`config.mk`:
```
export PLATFORM = sky130hd
export DESIGN_NAME = seed_host_ctrl
export DESIGN_NICKNAME = d
export VERILOG_FILES = /design/src/rtl/seed_host_ctrl.sv
export SDC_FILE = /design/constraint.sdc
export NUM_CORES = 1
export LEC_CHECK = 0
export CAP_MARGIN = 25
export CORE_AREA = 10 10 243 245
export CTS_CLUSTER_DIAMETER = 60
export DETAILED_ROUTE_END_ITERATION = 16
export DIE_AREA = 0 0 253 255
export PLACE_DENSITY = 0.67
export SYNTH_ARGS = -nofsm -noshare
export SYNTH_HDL_FRONTEND = slang
export SYNTH_SLANG_ARGS = --single-unit
```
`constraint.sdc`:
```
create_clock -name i_Clk -period 10 [get_ports i_Clk]
set_clock_uncertainty 0.2 [all_clocks]
set_input_delay 2 -clock i_Clk [delete_from_list [all_inputs] [get_ports i_Clk]]
set_output_delay 2 -clock i_Clk [all_outputs]
set_load 0.005 [all_outputs]
```
`src/rtl/seed_host_ctrl.sv`:
```
// Host-side sequencer for the SEED-128 core: loads {1,text} then {dec,key}
// on the 129-bit command port, waits for done (with a watchdog) and returns the result.
module seed_host_ctrl #(
    parameter int TIMEOUT_CYC = 255
) (
    input  logic         i_Clk,
    input  logic         i_Rst,
    input  logic         i_Req_Valid,
    output logic         o_Req_Ready,
    input  logic         i_Req_Dec,
    input  logic [127:0] i_Req_Key,
    input  logic [127:0] i_Req_Text,
    output logic [128:0] o_Core_Data,
    input  logic [127:0] i_Core_Text,
    input  logic         i_Core_Done,
    output logic         o_Rsp_Valid,
    input  logic         i_Rsp_Ready,
    output logic [127:0] o_Rsp_Text,
    output logic         o_Rsp_Err,
    output logic         o_Busy
);

    localparam int DATA_W = 128;
    localparam int WD_W   = $clog2(TIMEOUT_CYC);
    localparam logic [WD_W-1:0] WD_LAST = WD_W'(TIMEOUT_CYC - 1);

    typedef enum logic [2:0] {
        ST_IDLE,
        ST_SEND_TEXT,
        ST_SEND_KEY,
        ST_WAIT,
        ST_RESP
    } state_t;

    state_t            state;
    state_t            state_nxt;
    logic [WD_W-1:0]   wdog;
    logic              wd_expired;
    logic              accept;
    logic [DATA_W-1:0] key_q;
    logic [DATA_W-1:0] text_q;
    logic              dec_q;
    logic [DATA_W-1:0] rsp_text;
    logic              rsp_err;

    assign accept     = (state == ST_IDLE) && i_Req_Valid;
    assign wd_expired = (wdog == WD_LAST);

    always_ff @(posedge i_Clk or negedge i_Rst) begin
        if (!i_Rst) begin
            state <= ST_IDLE;
        end else begin
            state <= state_nxt;
        end
    end

    always_comb begin
        state_nxt   = state;
        o_Core_Data = '0;
        case (state)
            ST_IDLE: begin
                if (i_Req_Valid) begin
                    state_nxt = ST_SEND_TEXT;
                end
            end
            ST_SEND_TEXT: begin
                o_Core_Data = {1'b1, text_q};
                state_nxt   = ST_SEND_KEY;
            end
            ST_SEND_KEY: begin
                o_Core_Data = {dec_q, key_q};
                state_nxt   = ST_WAIT;
            end
            ST_WAIT: begin
                if (i_Core_Done || wd_expired) begin
                    state_nxt = ST_RESP;
                end
            end
            ST_RESP: begin
                if (i_Rsp_Ready) begin
                    state_nxt = ST_IDLE;
                end
            end
            default: state_nxt = ST_IDLE;
        endcase
    end

    // Request operands are pure data: captured on accept, never reset.
    always_ff @(posedge i_Clk) begin
        if (accept) begin
            key_q  <= i_Req_Key;
            text_q <= i_Req_Text;
            dec_q  <= i_Req_Dec;
        end
    end

    // Watchdog never wraps: reaching WD_LAST always leaves WAIT.
    always_ff @(posedge i_Clk or negedge i_Rst) begin
        if (!i_Rst) begin
            wdog <= '0;
        end else if (state == ST_SEND_KEY) begin
            wdog <= '0;
        end else if (state == ST_WAIT) begin
            wdog <= wdog + 1'b1;
        end
    end

    // Done takes priority over an expiring watchdog in the same cycle.
    always_ff @(posedge i_Clk or negedge i_Rst) begin
        if (!i_Rst) begin
            rsp_text <= '0;
            rsp_err  <= 1'b0;
        end else if (state == ST_WAIT) begin
            if (i_Core_Done) begin
                rsp_text <= i_Core_Text;
                rsp_err  <= 1'b0;
            end else if (wd_expired) begin
                rsp_text <= '0;
                rsp_err  <= 1'b1;
            end
        end
    end

    assign o_Req_Ready = (state == ST_IDLE);
    assign o_Rsp_Valid = (state == ST_RESP);
    assign o_Busy      = (state != ST_IDLE);
    assign o_Rsp_Text  = rsp_text;
    assign o_Rsp_Err   = rsp_err;

endmodule

```
Yosys cells after proc, flatten, opt, wreduce, memory -nomap -nowiden. Cells that the tools add are included.

Add/subtract/negate cells: 1. Eq/ne operators: 8. Multiplexer cells: 11. Reduce and logical (&&, ||, !) cells: 8.

Operators with widths (number): $pmux 129 s2 (1); $mux 128 (2); $mux 8 (2); $pmux 3 s5 (1); $mux 3 (3); $add 8x1->8 const B (1); $eq 8x8->1 const B (1); $eq 3x2->1 const B (2); $ne 2x2->1 const B (2); $reduce_bool 2->1 (2); $eq 3x1->1 const B (1); $eq 3x3->1 const B (1); $logic_not 3->1 (1); $reduce_and 3->1 (1); $reduce_bool 3->1 (1); $mux 1 (2); $ne 2x1->1 const B (1); $reduce_and 2->1 (1); $logic_and 1x1->1 (1); $logic_or 1x1->1 (1).

Output and inout bits: 261. Word-level logic and storage cells: 35. Input port bits: 390. Flip-flop bits (word level): 397.

Depth between registers and ports, before layout.
Depth after elaboration: 4. Depth in mapped cells: 7.

Worst setup path after synthesis. No wires, ideal clock.

Kind: input to register. Start point: in i_Req_Valid. End point: reg dec_q (enable). Arrival time: 7.808 ns. Path slack: 1.343 ns. Library setup time: 0.649 ns. Stages: 1. Cells stage by stage: and2_1.

Cells in the longest elaborated chain, start to end: 1.

RTL lines: from (decl) (RTL line 8) `input logic i_Req_Valid,`; $logic_and 1x1->1 (RTL line 46) `assign accept = (state == ST_IDLE) && i_Req_Valid;`; to (signal assigned) (RTL line 93) `dec_q <= i_Req_Dec;`; to (decl) (RTL line 42) `logic dec_q;`.

No other way between the ends. A chain may end at the register's enable or synchronous reset.

Worst setup path in the final report.
Start point: reg state[1]. End point: out o_Core_Data[76].

Cells in the longest elaborated chain, start to end: 2.

RTL lines: from (decl) (RTL line 35) `state_t state;`; from (signal assigned) (RTL line 53) `state <= state_nxt;`; $eq 3x2->1 or $eq 3x1->1 (tied branches) (RTL line 60) `case (state)`; $pmux 129 s2 (*) (RTL line 60); to (decl) (RTL line 13) `output logic [128:0] o_Core_Data,`.

Every way passes the cells marked *; elsewhere a longest branch is shown, timed or not.

==> out/metrics.cfg <==
[route]
vias=11400
drt-pass1-iter-count=5
routedWlPerCell_microns=22.6
antenna_left=0
drcViolationCount=0
viasPerCell=4.71
totalWireLength_microns=54900
drtIter0Drc=716

[global_routing]
grt_use_total=0.161
antenna_found_initial=9
grt_pass1_vias=12100
grt_start_max_net_pins=142
grt_overflow_total=0
grt_pass1_wl_microns=78200

[clock_network]
cts_max_path_buffers=3
clock_sinks=397
ctsResizeCount=0
htreeDepth=2
post-cts-setup-buffer-count=0
numCtsBuffers=48
clk_pin_slew_worst_paths_ns=0.06
cts-root-buf=clkbuf_16
cts-hold-fix-buffers=0
clock_latency_ns=0.58
cts_tree=done

[yosys]
ys_types=37
ys_ff_latch=397
yosys_warnings=0
synth.top_cell.area_share=0.505
syn_avg_cell_area_sq_um=14.7
synth.yosys.seq_area_share=0.734
yosysTopAreaCell=edfxtp_1
synth.area.top_cells=edfxtp_1, dfrtp_1, a22o_1
synth_fp_nets=1434
syn_inst=1042
syn_area_sq_um=15300

[worst_setup_path]
path_common_cell=buf_4
r2r_start=state[1]
start_kind=register
required_ns=7.80
r2r_end=text_q[40]
r2r_slack_ns=6.15
crit_path_max_fanout=71
path_cells=nand2b_1 > nor2_4 > buf_4 > buf_4 > a22o_1 > clkdlybuf4s50_1
crit_arrival_ns=3.67
critPathMaxStageDelay_ns=0.69
critPathKind=register to output pin
reg2reg_depth=5
cp-end-kind=output pin
crit_slowest_cell=buf_4

[die]
dieWidth_microns=253
initial_core_util=0.281
dieHeight_microns=255
die_area_sq_um=64500
io_pins=651
core_area_sq_um=54400
rows=86

[timing]
rsz0062_at_grt=false
fmaxAchievable_mhz=170
finalHoldViolCount=0
slew_violations=0
setup-violations-final=0
max_slew_margin=0.297
final.period_utilization=0.587
tns_ns=0
worst_pin_slew_ns=1.05
min_period_ns=5.87

[placement]
gp_congestion=0.874
placed_cell_area_sq_um=22300
dp_hpwl_microns=41200
portBuffers=650

[layout]
layout_common_cells=clkdlybuf4s50_1, edfxtp_1, dfrtp_1
fillCellCount=4833
drive_above_1_share=0.0530
nets=2071
final_common_cell=clkdlybuf4s50_1
area_growth_pct=56.6
final_area_sq_um=23900

[worst_hold_path]
min_path_type=register to register
hold_end=o_Rsp_Err
min_from=o_Rsp_Err
holdPathStages=2

[run_status]
status=completed

[pwr]
leakagePower_nw=9.33
power_density_nw_per_um2=282
ir_worst_vdd_uv=171

[run]
max_cap_violations=0

-- cell usage after synthesis --
| cell | n |
|---|---|
| xor2_1 | 1 |
| o31ai_1 | 3 |
| o211ai_1 | 1 |
| a22o_1 | 129 |
| or3_1 | 3 |
| nand3b_4 | 1 |
| o21ai_1 | 47 |
| nand3_1 | 5 |
| nor3b_1 | 1 |
| o21ai_0 | 84 |
| nand2_1 | 6 |
| nand4_4 | 1 |
| a21oi_2 | 1 |
| and4b_1 | 1 |
| or2_2 | 1 |
| or4_1 | 2 |
| nor2_1 | 5 |
| nand3b_1 | 1 |
| clkbuf_1 | 7 |
| nand2b_1 | 2 |
| buf_4 | 22 |
| ha_1 | 2 |
| a31oi_1 | 1 |
| a22oi_1 | 128 |
| mux2i_1 | 1 |
| or4_4 | 1 |
| and2_1 | 2 |
| dfrtp_1 | 140 |
| buf_6 | 5 |
| buf_2 | 40 |
| o32ai_1 | 1 |
| nand2b_4 | 1 |
| o21bai_4 | 1 |
| a21oi_1 | 4 |
| nor2_2 | 1 |
| edfxtp_1 | 257 |
| inv_1 | 133 |
-- logic make-up (layout without fill, tap and decap cells) --
kind of cell | count (synthesis) | after routing | synth area share
xor gates and xnor gates | 1 | 1 | 0.000573
AOI/OAI and AO/OA | 400 | 400 | 0.186
other | 0 | 2 | 0
DFF | 397 | 397 | 0.734
and+or+nand+nor | 34 | 34 | 0.0150
adders and majority gates | 2 | 2 | 0.00164
buffers and inverters | 207 | 883 | 0.0620
muxes | 1 | 1 | 0.000655
-- flip-flops by register name, indices dropped and copies added (netlist names) --
register    flops
state           3
key_q         128
dec_q           1
o_Rsp_Err       1
wdog            8
text_q        128
o_Rsp_Text    128
-- how the worst max path moves through the flow --
stage	slack, ns	startpoint	depth (start not counted)	end
6_report	4.13	state[1]	6	o_Core_Data[76]
5_1_grt	3.93	state[1]	6	o_Core_Data[105]
4_1_cts	4.08	state[1]	6	o_Core_Data[76]
3_5_place_dp	4.66	i_Req_Valid	4	key_q[91]
3_3_place_gp	4.73	i_Req_Valid	4	key_q[91]
2_1_floorplan	1.34	i_Req_Valid	1	dec_q
-- through the flow --
stage | cells | hold WS [ns] | utilization | worst slack, ns | power, W
6_report | 2424 | 0.322 | 0.439 | 4.13 | 0.00675
5_1_grt | 2422 | 0.367 | 0.439 | 3.93 | 0.00713
4_1_cts | 2421 | 0.328 | 0.439 | 4.08 | 0.00685
3_5_place_dp | 2332 | 0.319 | 0.410 | 4.66 | 0.00510
3_3_place_gp | 2332 | 0.311 | 0.410 | 4.73 | 0.00504
2_1_floorplan | 1042 | 0.296 | - | 1.34 | 0.00365
-- routing by layer --
| metal | track usage | vias to the layer above | wire [microns] |
|---|---|---|---|
| met5 | 0 | - | 72 |
| met1 | 0.175 | 5472 | 19800 |
| met4 | 0.0659 | 10 | 2010 |
| met3 | 0.0683 | 117 | 6130 |
| met2 | 0.273 | 594 | 26800 |
| li1 | - | 5212 | - |
-- power by group --
part	switching, W	leakage (nW)	internal (W)
Combinational	0.00114	4.74	0.00145
Sequential	0.000259	3.83	0.00220
Clock	0.000701	0.760	0.00101
-- critical path, delay by kind of cell, from the launching register on --
kind                   cells  cell delay [ns]
buffers and inverters      3             1.74
AOI/OAI and AO/OA          1             0.29
DFF                        1             0.52
and+or+nand+nor            2             0.37
-- final cells by class --
cell class / count / area [sq um] / share of cell area
flip-flops and latches: 397 / 11200 / 0.469
well taps: 704 / 881 / 0.0368
repair buffers: 661 / 6620 / 0.277
clock inverters: 24 / 262 / 0.0109
multi-input cells: 438 / 3130 / 0.131
clock buffers: 65 / 1310 / 0.0546
diodes: 2 / 5.00 / 0.000209
inverters: 133 / 499 / 0.0209
Note: power is estimated with default switching activity, not from simulation.
